$ cat config.mk
export PLATFORM = sky130hd
export DESIGN_NAME = fwd_sel_gen
export DESIGN_NICKNAME = d
export VERILOG_FILES = /design/src/rtl/fwd_sel_gen_pkg.sv /design/src/rtl/fwd_sel_gen_logic.sv /design/src/rtl/fwd_sel_gen.sv
export SDC_FILE = /design/constraint.sdc
export NUM_CORES = 1
export LEC_CHECK = 0
export ABC_AREA = 1
export CORE_MARGIN = 2
export CORE_UTILIZATION = 51
export CTS_CLUSTER_SIZE = 25
export DETAILED_ROUTE_END_ITERATION = 10
export HOLD_SLACK_MARGIN = 0.15
export PLACE_DENSITY = 0.76
export SLEW_MARGIN = 20
export SYNTH_ARGS = -nofsm -noshare
export SYNTH_HDL_FRONTEND = slang
export SYNTH_SLANG_ARGS = --single-unit
$ cat constraint.sdc
create_clock -name clk -period 1.6 [get_ports clk]
set_clock_uncertainty 0.1 [all_clocks]
set_input_delay 0.16 -clock clk [delete_from_list [all_inputs] [get_ports clk]]
set_output_delay 0.16 -clock clk [all_outputs]
set_load 0.02 [all_outputs]
$ cat src/rtl/fwd_sel_gen_pkg.sv
// Shared definitions for the EXE-stage forwarding-select generator:
// select encoding, address width and the pipeline-slot record.
package fwd_sel_gen_pkg;

    localparam int REG_ADDR_W = 4;
    localparam int SEL_W      = 2;

    localparam logic [SEL_W-1:0] SEL_REG = 2'b00;
    localparam logic [SEL_W-1:0] SEL_MEM = 2'b01;
    localparam logic [SEL_W-1:0] SEL_WB  = 2'b10;

    typedef struct packed {
        logic [REG_ADDR_W-1:0] dest;
        logic                  wb_en;
        logic                  mem_read;
    } slot_t;

    localparam slot_t SLOT_EMPTY = '0;

    // A bubble (wb_en=0) never matches, so it can neither forward nor stall.
    function automatic logic slot_hits(input slot_t s, input logic [REG_ADDR_W-1:0] r);
        return s.wb_en && (s.dest == r);
    endfunction

endpackage

$ cat src/rtl/fwd_sel_gen_logic.sv
// Priority compare for one EXE operand: MEM result first, then WB data,
// otherwise the register-file value.
module fwd_sel_logic
    import fwd_sel_gen_pkg::*;
(
    input  logic                  forward_en,
    input  logic [REG_ADDR_W-1:0] src,
    input  logic                  src_used,
    input  slot_t                 mem_slot,
    input  slot_t                 wb_slot,
    output logic [SEL_W-1:0]      sel
);

    always_comb begin
        sel = SEL_REG;
        if (forward_en && src_used) begin
            // A load sitting in MEM has no data yet; fall through to WB.
            if (slot_hits(mem_slot, src) && !mem_slot.mem_read) begin
                sel = SEL_MEM;
            end else if (slot_hits(wb_slot, src)) begin
                sel = SEL_WB;
            end
        end
    end

endmodule

$ cat src/rtl/fwd_sel_gen.sv
// Forwarding-select and stall-request generator for a 5-stage pipeline:
// tracks the EXE/MEM/WB slots and drives the two EXE operand-mux selects.
module fwd_sel_gen
    import fwd_sel_gen_pkg::*;
(
    input  logic                  clk,
    input  logic                  rst,
    input  logic                  forward_en,
    input  logic [REG_ADDR_W-1:0] id_src1,
    input  logic [REG_ADDR_W-1:0] id_src2,
    input  logic                  id_two_src,
    input  logic                  id_src1_valid,
    input  logic [REG_ADDR_W-1:0] id_dest,
    input  logic                  id_wb_en,
    input  logic                  id_mem_read,
    input  logic                  flush,
    output logic [SEL_W-1:0]      sel_a,
    output logic [SEL_W-1:0]      sel_b,
    output logic                  hazard
);

    slot_t                 exe_slot;
    slot_t                 mem_slot;
    slot_t                 wb_slot;
    logic [REG_ADDR_W-1:0] exe_src1;
    logic [REG_ADDR_W-1:0] exe_src2;
    logic                  exe_src1_valid;
    logic                  exe_two_src;

    logic id_uses_exe;
    logic id_uses_mem;

    always_comb begin
        id_uses_exe = (id_src1_valid && slot_hits(exe_slot, id_src1)) ||
                      (id_two_src    && slot_hits(exe_slot, id_src2));
        id_uses_mem = (id_src1_valid && slot_hits(mem_slot, id_src1)) ||
                      (id_two_src    && slot_hits(mem_slot, id_src2));
        if (forward_en) begin
            hazard = id_uses_exe && exe_slot.mem_read;
        end else begin
            hazard = id_uses_exe || id_uses_mem;
        end
    end

    // flush and hazard together still insert exactly one bubble.
    always_ff @(posedge clk or negedge rst) begin
        if (!rst) begin
            exe_slot       <= SLOT_EMPTY;
            mem_slot       <= SLOT_EMPTY;
            wb_slot        <= SLOT_EMPTY;
            exe_src1       <= '0;
            exe_src2       <= '0;
            exe_src1_valid <= 1'b0;
            exe_two_src    <= 1'b0;
        end else begin
            mem_slot <= exe_slot;
            wb_slot  <= mem_slot;
            if (flush || hazard) begin
                exe_slot       <= SLOT_EMPTY;
                exe_src1       <= '0;
                exe_src2       <= '0;
                exe_src1_valid <= 1'b0;
                exe_two_src    <= 1'b0;
            end else begin
                exe_slot.dest     <= id_dest;
                exe_slot.wb_en    <= id_wb_en;
                exe_slot.mem_read <= id_mem_read;
                exe_src1          <= id_src1;
                exe_src2          <= id_src2;
                exe_src1_valid    <= id_src1_valid;
                exe_two_src       <= id_two_src;
            end
        end
    end

    fwd_sel_logic u_sel_a (
        .forward_en (forward_en),
        .src        (exe_src1),
        .src_used   (exe_src1_valid),
        .mem_slot   (mem_slot),
        .wb_slot    (wb_slot),
        .sel        (sel_a)
    );

    fwd_sel_logic u_sel_b (
        .forward_en (forward_en),
        .src        (exe_src2),
        .src_used   (exe_two_src),
        .mem_slot   (mem_slot),
        .wb_slot    (wb_slot),
        .sel        (sel_b)
    );

endmodule

Word-level counts from Yosys, hierarchy flattened. Index checks and enable logic that the tools add are counted.

RAM bits: 0. Register bits after elaboration: 27. Input port bits: 20. Memories: 0. Memory bits (read-only): 0. Word-level logic and storage cells: 54. Latch bits: 0.

Multipliers: 0. Multiplexer cells: 12. Divide/modulo/power cells: 0. Reduce and logical (&&, ||, !) cells: 22. Shifts and indexed selects: 0. Equality and inequality tests: 8. Bitwise logic cells: 0. $lt $le $gt $ge: 0. Add/subtract/negate cells: 0.

Operators with widths (count): $eq 4x4->1 (8); $logic_and 1x1->1 (17); $mux 2 (6); $mux 4 (2); $mux 6 (1); $logic_or 1x1->1 (4); $mux 1 (3); $logic_not 1->1 (1).

Longest topological paths before layout.
Depth in word-level cells: 8. Depth in mapped cells: 10.

By module. From an unflattened synthesis, not the netlist that was laid out.

Cells, all modules: 223. Area, all modules: 1524.0 um^2.

Modules (own cells, without submodules): fwd_sel_gen (instances 1, sequential area each 700.7 um^2, area each 1146.1 um^2, cells an instance 131); fwd_sel_logic (instances 2, sequential area each 0.0 um^2, area each 188.9 um^2, cells an instance 46).

Worst setup path after synthesis. Ideal clock, no wire load.

Path type: flip-flop to output port. Start point: register mem_slot[2] (netlist name). End point: output sel_a[0]. Required time: 1340 ps. Slack: 14 ps. Arrival time: 1326 ps. Stages on the path, launching flop included: 6. Cell sequence: dfrtp_1 -> inv_1 -> nor2_1 -> nor2_1 -> nand2_1 -> nor4_1.

Longest elaborated chain between the ends: 5.

Ends and longest elaborated chain: $eq 4x4->1 (line fwd_sel_gen_pkg.sv:22) `return s.wb_en && (s.dest == r);`; $logic_and 1x1->1 (line fwd_sel_gen_pkg.sv:22); $logic_and 1x1->1 (line fwd_sel_gen_logic.sv:18) `if (slot_hits(mem_slot, src) && !mem_slot.mem_read) begin`; $mux 2 (line fwd_sel_gen_logic.sv:18); $mux 2 (line fwd_sel_gen_logic.sv:16) `if (forward_en && src_used) begin`; end: declaration (line fwd_sel_gen.sv:17) `output logic [SEL_W-1:0] sel_a,`.

Every way passes these cells.

Final worst setup path.
Start point: register mem_slot[3] (netlist name). End point: output hazard.

Longest elaborated chain between the ends: 6. Elaborated cells between the ends (all ways): 9. Classes of those cells: eq/ne (2); mux (1); reduce/logical (6).

Ends and longest elaborated chain: $eq 4x4->1 (line fwd_sel_gen_pkg.sv:22); $logic_and 1x1->1 (line fwd_sel_gen_pkg.sv:22); $logic_and 1x1->1, on equally long branches (line fwd_sel_gen.sv:36, fwd_sel_gen.sv:37); $logic_or 1x1->1 (*) (line fwd_sel_gen.sv:36) `id_uses_mem = (id_src1_valid && slot_hits(mem_slot, id_src1)) ||`; $logic_or 1x1->1 (*) (line fwd_sel_gen.sv:41) `hazard = id_uses_exe || id_uses_mem;`; $mux 1 (*) (line fwd_sel_gen.sv:38) `if (forward_en) begin`; end: declaration (line fwd_sel_gen.sv:19) `output logic hazard`.

Every way passes the cells marked *; elsewhere a longest branch is shown, timed or not.

==> results.json <==
{
  "synth-seq-area-share_pct": 49.9,
  "rsz0062_at_grt": "true",
  "synth_flop_cell": "dfrtp_1",
  "instances_no_fill": 262,
  "first_global_vias": 1286,
  "cp-end-kind": "output port",
  "arrival_ns": 1.61,
  "path_buf_inv": 3,
  "firstDrtPassIters": 5,
  "crit_required_ns": 1.34,
  "path_class": "reg -> out",
  "holdCritPathClass": "in -> reg",
  "drt_iter0_markers": 27,
  "finalCritPeriodShare_pct": 117,
  "layout.nets": 253,
  "area_growth_pct": 49.9,
  "crit_chain": "inv_2 > buf_4 > o21ai_0 > nor2_2 > nand3_1 > nand2_1 > nand2_2 > nand2_2 > buf_6",
  "status": "finished, violations left",
  "drt-vias-per-instance": 4.81,
  "crit_start": "mem_slot[3]$_DFF_PN0_",
  "postLayoutCoreUtil_pct": 81.2,
  "wire_per_inst_um": 12.2,
  "ir_drop_uv": 678,
  "via_count": 1259,
  "io-pin-count": 25,
  "synthesis.area_um2": 1350,
  "dp_cells": 251,
  "fp-row-count": 18,
  "fp.dieW_um": 55.5,
  "start_kind": "register",
  "antenna_left": 0,
  "start_util_pct": 54.2,
  "cts_tree": "done",
  "synth.top_cell.area_share_pct": 49.9,
  "ys_seq_elements": 27,
  "crit_path_max_incr_delay_ns": 0.38,
  "grt_usage_pct": 22.2,
  "grt_pass1_wl_um": 5400,
  "grt_start_max_net_pins": 28,
  "core_um2": 2500,
  "worstSkewPairLatency_ns": 0.32,
  "setup_viol": 21,
  "clkTransAtPathRegs_ns": 0.14,
  "fmax_mhz": 534,
  "multi_input_area_um2": 683,
  "timing.final.ws_setup_ns": -0.272,
  "drive_gt1_share_pct": 34.1,
  "hold_violations": 0,
  "fin_crit_ns": 1.87,
  "synthCells": 172,
  "synth_cell_types": 20,
  "final_common_cell": "nand2_1",
  "power.density_nw_per_um2": 671,
  "critPathSlowestCell": "dfrtp_1",
  "cts_buffer_depth": 2,
  "gp_congestion": 0.987,
  "drc": 0,
  "crit_family": "flip-flops",
  "synth-edff-count": 0,
  "maxSlewViolCount": 0,
  "min_from": "id_dest[3]",
  "setup_tns_ns": -1.64,
  "mostFrequentLayoutCells": "nand2_1 (35), buf_4 (29), dfrtp_1 (27), inv_1 (25), nor2_1 (21)",
  "cts_root_buffer": "clkbuf_4",
  "p_leak_nw": 1.05,
  "drt-total-wl_um": 3200,
  "synth_area_leaders": "dfrtp_1 (50%), nand2_1 (12%), nor2_1 (9.7%)",
  "die_area_um2": 3080,
  "cts_buffers": 3,
  "syn_area_per_cell_um2": 7.87,
  "drv_cap": 0,
  "max_slew_margin_pct": 73.9,
  "port_buffers": 24,
  "seq_area_um2": 676,
  "clock_sinks": 27,
  "globalRouteOverflowTotal": 0,
  "critical_path.most_common_cell": "nand2_2",
  "hpwl_um": 2400,
  "antennaDiodeCount": 0,
  "regToRegStartpoint": "mem_slot[3]$_DFF_PN0_",
  "h-tree-depth": 1,
  "fillers": 173,
  "synth_nets": 192,
  "synth_area_leader_cell": "dfrtp_1",
  "tightest_slew_ns": 0.387,
  "die_h_um": 55.5,
  "cp_max_fo": 4,
  "synthArstFlopShare_pct": 100,
  "violations": "setup timing",
  "synth_warnings": 0,
  "antenna_found_initial": 0
}
[state kept, by name, summed over array words and instances (netlist names)]
signal / cells
wb_slot: 5
exe_slot: 6
exe_src1_valid: 1
exe_src2: 4
exe_two_src: 1
exe_src1: 4
mem_slot: 6
[final cells by class]
class                   instances  area share, %
clock buffers                   3           1.11
clock inverters                 1          0.247
inverters                      29           5.36
multi-input cells             116           33.7
flip-flops and latches         27           33.3
well taps                      30           1.85
repair buffers                 56           24.5
[synth_stat cells (2+ instances only)]
cell / count
nor3_1: 2
nor2_1: 35
xor2_1: 3
nand2_1: 43
or2_2: 2
nand4_1: 3
o21ai_0: 4
xnor2_1: 10
inv_1: 28
dfrtp_1: 27
nand3_1: 6
[where the power goes]
group          internal, mW  total [mW]  switching [mW]
Sequential            0.720       0.752          0.0320
Combinational         0.168       0.326           0.158
Clock                0.0938       0.283           0.190
[per-stage QoR]
step / area, um2 / setup WS [ns] / hold slack (ns) / power [mW]
finish: 2030 / -0.272 / 0.237 / 1.36
floorplan: 1350 / 0.0137 / -0.236 / 0.884
global route: 2030 / -0.393 / 0.243 / 1.44
CTS: 1940 / -0.241 / 0.239 / 1.34
detailed placement: 1820 / -0.526 / 0.259 / 1.04
global placement: 1820 / -0.468 / 0.258 / 1.02
[worst min-delay path, delay by kind of cell]
kind / cells / cell delay [ns]
buffers and inverters: 2 / 0.45
AND/OR/NAND/NOR: 1 / 0.03
[routing by layer]
layer	up-vias	routed length (um)	part of all wire, %	GRT usage, %
met5	-	0	0	0
met4	0	110	3.4	11.8
met3	13	91	2.8	1.41
met2	35	1630	51	38.6
met1	572	1370	43	27.6
li1	639	-	-	-
[cells by family (layout without fill, tap and decap cells)]
logic type	Yosys count	in the layout	share of synthesized area, %
AOI/OAI and AO/OA	6	6	2.68
xor gates and xnor gates	13	13	8.41
buffers and inverters	30	89	8.87
DFF	27	27	49.9
and+or+nand+nor	96	97	30.1
[worst paths after layout]
check / endpoint / cells after the start / slack, ns
worst max-delay path: hazard / 9 / -0.27
worst min-delay path: exe_slot[5]$_DFF_PN0_ / 3 / 0.24
worst max register to register: exe_slot[2]$_DFF_PN0_ / 10 / -0.06
worst min register to register: mem_slot[0]$_DFF_PN0_ / 0 / 0.29
max in group asynchronous: exe_src1[1]$_DFF_PN0_ / 3 / 0.51
min in group asynchronous: mem_slot[2]$_DFF_PN0_ / 3 / 0.64
[what timing repair did]
action,CTS,global route
resized for setup,44,25
setup buffers,6,0
endpoints found under the setup margin,5,21
pin swaps,10,6
hold buffers,1,0
endpoints found under the hold margin,27,0
cloned,0,1
Power figures use the tool's default switching activity.
